$ cat config.mk
export PLATFORM = sky130hd
export DESIGN_NAME = id_ex_stage
export DESIGN_NICKNAME = d
export VERILOG_FILES = /design/src/rtl/id_ex_stage.sv
export SDC_FILE = /design/constraint.sdc
export NUM_CORES = 1
export LEC_CHECK = 0
export ABC_AREA = 1
export CAP_MARGIN = 20
export CORE_ASPECT_RATIO = 0.6
export CORE_MARGIN = 2
export CORE_UTILIZATION = 30
export CTS_CLUSTER_DIAMETER = 30
export CTS_CLUSTER_SIZE = 30
export DETAILED_ROUTE_END_ITERATION = 12
export GPL_TIMING_DRIVEN = 0
export PLACE_DENSITY = 0.61
export SYNTH_ARGS = -nofsm -noshare
export SYNTH_HDL_FRONTEND = slang
export SYNTH_SLANG_ARGS = --single-unit
$ cat constraint.sdc
create_clock -name clk -period 3.95 [get_ports clk]
set_input_delay 1.185 -clock clk [delete_from_list [all_inputs] [get_ports clk]]
set_output_delay 1.185 -clock clk [all_outputs]
set_load 0.02 [all_outputs]
$ cat src/rtl/id_ex_stage.sv
// ID/EX pipeline register with load-use and taken-branch hazard detection.
// Hazard requests are combinational from the instruction in EX and the fields in ID.
// Saturating stall/flush event counters are kept for debug visibility.
module id_ex_stage #(
    parameter int unsigned i_size = 32,
    parameter int unsigned r_size = 5,
    parameter int unsigned c_size = 16
) (
    input  logic              clk,
    input  logic              rst,
    input  logic              id_regwrite,
    input  logic              id_memtoreg,
    input  logic              id_mem_write,
    input  logic              id_memread,
    input  logic              id_ALUSrc,
    input  logic              id_regdst,
    input  logic              id_branch,
    input  logic [1:0]        id_ALUOp,
    input  logic [i_size-1:0] id_read_data1,
    input  logic [i_size-1:0] id_read_data2,
    input  logic [i_size-1:0] id_sign_ext,
    input  logic [i_size-1:0] id_pc_plus4,
    input  logic [r_size-1:0] id_rs,
    input  logic [r_size-1:0] id_rt,
    input  logic [r_size-1:0] id_rd,
    input  logic              ex_zero,
    output logic              ex_regwrite,
    output logic              ex_memtoreg,
    output logic              ex_mem_write,
    output logic              ex_memread,
    output logic              ex_ALUSrc,
    output logic              ex_regdst,
    output logic              ex_branch,
    output logic [1:0]        ex_ALUOp,
    output logic [i_size-1:0] ex_read_data1,
    output logic [i_size-1:0] ex_read_data2,
    output logic [i_size-1:0] ex_sign_ext,
    output logic [i_size-1:0] ex_pc_plus4,
    output logic [r_size-1:0] ex_rs,
    output logic [r_size-1:0] ex_rt,
    output logic [r_size-1:0] ex_rd,
    output logic              ID_flush_lw_stall,
    output logic              ID_flush_branch,
    output logic              pc_write,
    output logic              ifid_write,
    output logic              if_flush,
    output logic [c_size-1:0] stall_cnt,
    output logic [c_size-1:0] flush_cnt
);

    logic              r_regwrite;
    logic              r_memtoreg;
    logic              r_mem_write;
    logic              r_memread;
    logic              r_alusrc;
    logic              r_regdst;
    logic              r_branch;
    logic [1:0]        r_aluop;
    logic [i_size-1:0] r_read_data1;
    logic [i_size-1:0] r_read_data2;
    logic [i_size-1:0] r_sign_ext;
    logic [i_size-1:0] r_pc_plus4;
    logic [r_size-1:0] r_rs;
    logic [r_size-1:0] r_rt;
    logic [r_size-1:0] r_rd;
    logic [c_size-1:0] r_stall_cnt;
    logic [c_size-1:0] r_flush_cnt;

    logic w_br_taken;
    logic w_lw_haz;
    logic w_lw_stall;
    logic w_bubble;

    // Hazard detection: a taken branch overrides a load-use stall since the
    // dependent younger instruction is discarded by the flush anyway.
    always_comb begin
        w_br_taken = r_branch & ex_zero;
        w_lw_haz   = r_memread & (r_rt != '0) & ((r_rt == id_rs) | (r_rt == id_rt));
        w_lw_stall = w_lw_haz & ~w_br_taken;
        w_bubble   = w_lw_stall | w_br_taken;
    end

    assign ID_flush_branch   = w_br_taken;
    assign ID_flush_lw_stall = w_lw_stall;
    assign if_flush          = w_br_taken;
    assign pc_write          = ~w_lw_stall;
    assign ifid_write        = ~w_lw_stall;

    // ID/EX register: capture ID each cycle, or load an all-zero bubble on a hazard.
    always_ff @(posedge clk or negedge rst) begin
        if (!rst) begin
            r_regwrite   <= 1'b0;
            r_memtoreg   <= 1'b0;
            r_mem_write  <= 1'b0;
            r_memread    <= 1'b0;
            r_alusrc     <= 1'b0;
            r_regdst     <= 1'b0;
            r_branch     <= 1'b0;
            r_aluop      <= '0;
            r_read_data1 <= '0;
            r_read_data2 <= '0;
            r_sign_ext   <= '0;
            r_pc_plus4   <= '0;
            r_rs         <= '0;
            r_rt         <= '0;
            r_rd         <= '0;
        end else if (w_bubble) begin
            r_regwrite   <= 1'b0;
            r_memtoreg   <= 1'b0;
            r_mem_write  <= 1'b0;
            r_memread    <= 1'b0;
            r_alusrc     <= 1'b0;
            r_regdst     <= 1'b0;
            r_branch     <= 1'b0;
            r_aluop      <= '0;
            r_read_data1 <= '0;
            r_read_data2 <= '0;
            r_sign_ext   <= '0;
            r_pc_plus4   <= '0;
            r_rs         <= '0;
            r_rt         <= '0;
            r_rd         <= '0;
        end else begin
            r_regwrite   <= id_regwrite;
            r_memtoreg   <= id_memtoreg;
            r_mem_write  <= id_mem_write;
            r_memread    <= id_memread;
            r_alusrc     <= id_ALUSrc;
            r_regdst     <= id_regdst;
            r_branch     <= id_branch;
            r_aluop      <= id_ALUOp;
            r_read_data1 <= id_read_data1;
            r_read_data2 <= id_read_data2;
            r_sign_ext   <= id_sign_ext;
            r_pc_plus4   <= id_pc_plus4;
            r_rs         <= id_rs;
            r_rt         <= id_rt;
            r_rd         <= id_rd;
        end
    end

    // Event counters: count stall and flush cycles, holding at all-ones.
    always_ff @(posedge clk or negedge rst) begin
        if (!rst) begin
            r_stall_cnt <= '0;
            r_flush_cnt <= '0;
        end else begin
            if (w_lw_stall && (r_stall_cnt != '1)) begin
                r_stall_cnt <= r_stall_cnt + 1'b1;
            end
            if (w_br_taken && (r_flush_cnt != '1)) begin
                r_flush_cnt <= r_flush_cnt + 1'b1;
            end
        end
    end

    assign ex_regwrite   = r_regwrite;
    assign ex_memtoreg   = r_memtoreg;
    assign ex_mem_write  = r_mem_write;
    assign ex_memread    = r_memread;
    assign ex_ALUSrc     = r_alusrc;
    assign ex_regdst     = r_regdst;
    assign ex_branch     = r_branch;
    assign ex_ALUOp      = r_aluop;
    assign ex_read_data1 = r_read_data1;
    assign ex_read_data2 = r_read_data2;
    assign ex_sign_ext   = r_sign_ext;
    assign ex_pc_plus4   = r_pc_plus4;
    assign ex_rs         = r_rs;
    assign ex_rt         = r_rt;
    assign ex_rd         = r_rd;
    assign stall_cnt     = r_stall_cnt;
    assign flush_cnt     = r_flush_cnt;

endmodule

==> impl_results.md <==
* Syn Nets at 902
* Max Cap Violations at 0
* CP cell instances: clkdlybuf4s50_1, nand2_2, inv_2, buf_4, clkdlybuf4s50_1
* Setup ws final at 0.0999 ns
* P_sw at 0.00139 W
* Slowest stage cell, crit path: clkdlybuf4s50_1
* Worst slack at placement at -0.304 ns
* WL per Instance at 15.1 um
* Core ar. at 23000 um^2
* Post-synthesis cell count at 745
* Multi-input logic area at 1600 um^2
* Cell Area, Synth at 7030 um^2
* RSZ-0062 raised after global routing: no
* Vias/cell at 3.97
* DRT iter0 DRCs at 190
* 1st-pass router iterations at 6
* Type of the most critical hold path: flip-flop to flip-flop
* Post-Route Skew at 0.0103 ns
* Seq/Total Area, Yosys at 65.5%
* Final setup violation count at 0
* Clock network power share at 36.7%
* FILL cells at 2210
* Num rows at 43
* H-tree levels at 4
* CP max FO at 6
* Die H at 123 um
* Crit end category: output port
* Initial antenna violation count at 0
* I/O pin count at 344
* Setup crit start kind: input pin
* CTS hold repair buffers at 0
* Flop pwr share at 42.4%
* Switching portion of total power at 27.3%
* Yosys reg bits at 184
* Crit path max-delay family: buffers and inverters
* Final core occ at 50.1%
* Critical Path RT at 2.76 ns
* Hpwl dp at 16600 um
* Worst skew pair latency at 0.43 ns
* Initial Utilization at 30.5%
* Worst slew pin tran at 0.682 ns
* Vias in the first global route at 5846
* TritonCTS clock tree: yes
* Synth unique cells at 24
* Num CTS Buffers at 17
* Final max-slew violation count at 0
* First-pass GRT wire length at 33800 um
* Fin nets at 1267
* Layout cells sized above 1 at 6.50%
* Fin crit period at 3.85 ns
* Yosys warns at 0
* Outcome: finished, final reports clean
* Die area at 24700 um^2
* Buf+Inv Stages, Crit Path at 4
* Die Span X at 202 um
* Crit share post-route at 97.5%
* Tot GR Track Use at 18.4%
* Max Root-Sink Buffers at 2
* Worst path arrival time at 2.67 ns
* Gr ovfl total at 0
* R2R Setup Slk at 1.96 ns
* VDD IR max at 0.290 mV
* Synthesis-to-finish area growth at 64.2%
* Buffers on Ports at 343
* Vias at 5709
* Largest net degree at the start of global routing at 114
* CP max stage delay at 0.58 ns
* FF+latch area at 4600 um^2
* Hold slack at 0.501 ns
* Avg Inst Size Synth at 9.43 um^2
* Overall power at 0.00508 W
* Logic pwr share at 21.0%
* Internal Power at 0.00369 W
* Final hold vios at 0
* Relative slew slack at 54.2%
* DRC violations left at 0
* PD cells at 440 nW/um^2
* Clk sink count at 184
* Crit path top cell by count: clkdlybuf4s50_1
* Final wirelength at 21700 um
* Clock Pin Slew Worst Setup and Hold Paths at 0.07 ns
* Leakage power total at 5.73 nW
* Fmax at 0.260 GHz
* Number of nets with antenna violations after routing at 0
* Root buf cell: clkbuf_16
* Crit Path Category: input pin to output port
* GP Congestion at 0.822
==> area by class of cell <==
class	count	share of cell area [%]
diodes	1	0.0217
well taps	315	3.42
clock inverters	10	1.42
multi-input cells	356	13.9
plain buffers	20	1.18
clock buffers	22	4.11
flip-flops and latches	184	39.9
repair buffers	346	30.1
inverters	185	6.02
==> registers in the layout, summed over array words and instances (netlist names), 16 cells and up <==
register and count:
ex_read_data1 32, ex_read_data2 32, stall_cnt 16, flush_cnt 16, ex_pc_plus4 32, ex_sign_ext 32
==> what timing repair did <==
| item | CTS | global route |
|---|---|---|
| buffers inserted | 0 | 2 |
| resized for setup | 6 | 4 |
| endpoints found under the setup margin | 4 | 3 |
| pin swaps | 0 | 1 |
==> power by group through the flow <==
stage          logic, W  registers [W]  clock network, W
2_1_floorplan  0.000217        0.00240                 0
3_3_place_gp    0.00107        0.00219                 0
4_1_cts         0.00108        0.00215           0.00192
6_report        0.00106        0.00215           0.00186
3_5_place_dp    0.00108        0.00219                 0
5_1_grt         0.00116        0.00217           0.00201
==> synth_stat cells (all sizes together) <==
library cell  count  share of area [%]
buf              20                1.9
nor4              2               0.18
o21ai             1              0.071
dfrtp           184                 66
nor3              9               0.64
inv             184                9.8
or2               1              0.089
nand3            22                1.6
clkinv            1              0.053
nor2            181                9.8
nand2           103                5.6
ha                2               0.36
xor2             20                2.5
and2              1               0.11
nand4             5               0.53
xnor2             9                1.1
==> cell usage in the layout (no fill, tap or decap), drive strengths merged <==
cell           netlist  layout
clkdlybuf4s50        0     339
ha                   2       2
buf                 20      25
and2                 1       1
or2                  1       1
dfrtp              184     184
clkbuf               0      24
nor3                 9       9
bufinv               0       4
nor2               181     181
o21ai                1       1
xnor2                9       9
nand3               22      22
nor4                 2       2
clkinv               1       3
nand2              103     103
clkinvlp             0       1
nand4                5       5
xor2                20      20
inv                184     187
diode                0       1
==> per-layer routing <==
layer | up-vias | global-route usage [%] | wire (um)
li1 | 2832 | - | -
met1 | 2637 | 22.6 | 9220
met2 | 226 | 28.7 | 9620
met3 | 14 | 9.80 | 2720
met4 | 0 | 4.09 | 184
met5 | - | 0 | 0
==> through the flow <==
stage                     instances  TNS [ns]  cell area [um^2]
final                          1439         0             11500
after floorplan                 745         0              7030
after CTS                      1436         0             11500
after global placement         1403  -1164.17             10900
after global routing           1438         0             11500
after detailed placement       1404    -0.854             10900
==> cells by family (layout without fill, tap and decap cells) <==
group           Yosys count  after routing  synth area share (%)
compound gates            1              1                0.0712
xor+xnor                 29             29                  3.61
fa+ha+maj                 2              2                 0.356
buf+inv                 205            583                  11.8
flops                   184            184                  65.5
other cells               0              1                     0
simple gates            324            324                  18.6
==> path summary, 6_finish.rpt <==
| path | startpoint | to | cells past startpoint |
|---|---|---|---|
| worst max-delay path | ex_zero | if_flush | 5 |
| worst min-delay path | flush_cnt[5]$_DFFE_PN0P_ | flush_cnt[5]$_DFFE_PN0P_ | 1 |
| worst max register to register | stall_cnt[0]$_DFFE_PN0P_ | stall_cnt[14]$_DFFE_PN0P_ | 9 |
| worst min register to register | flush_cnt[5]$_DFFE_PN0P_ | flush_cnt[5]$_DFFE_PN0P_ | 1 |
| max in group asynchronous | rst | ex_read_data2[9]$_DFF_PN0_ | 2 |
| min in group asynchronous | rst | stall_cnt[8]$_DFFE_PN0P_ | 1 |
==> worst reg2reg max path: stages, from the launching register on <==
cell and delay (ns):
dfrtp_1 0.51, ha_1 0.29, nand3_1 0.20, nor2_2 0.17, and2_2 0.20, nand3_1 0.09
nand4_2 0.18, buf_6 0.17, nand2_1 0.06, nand2_1 0.07
Note: power is estimated with default switching activity, not from simulation.
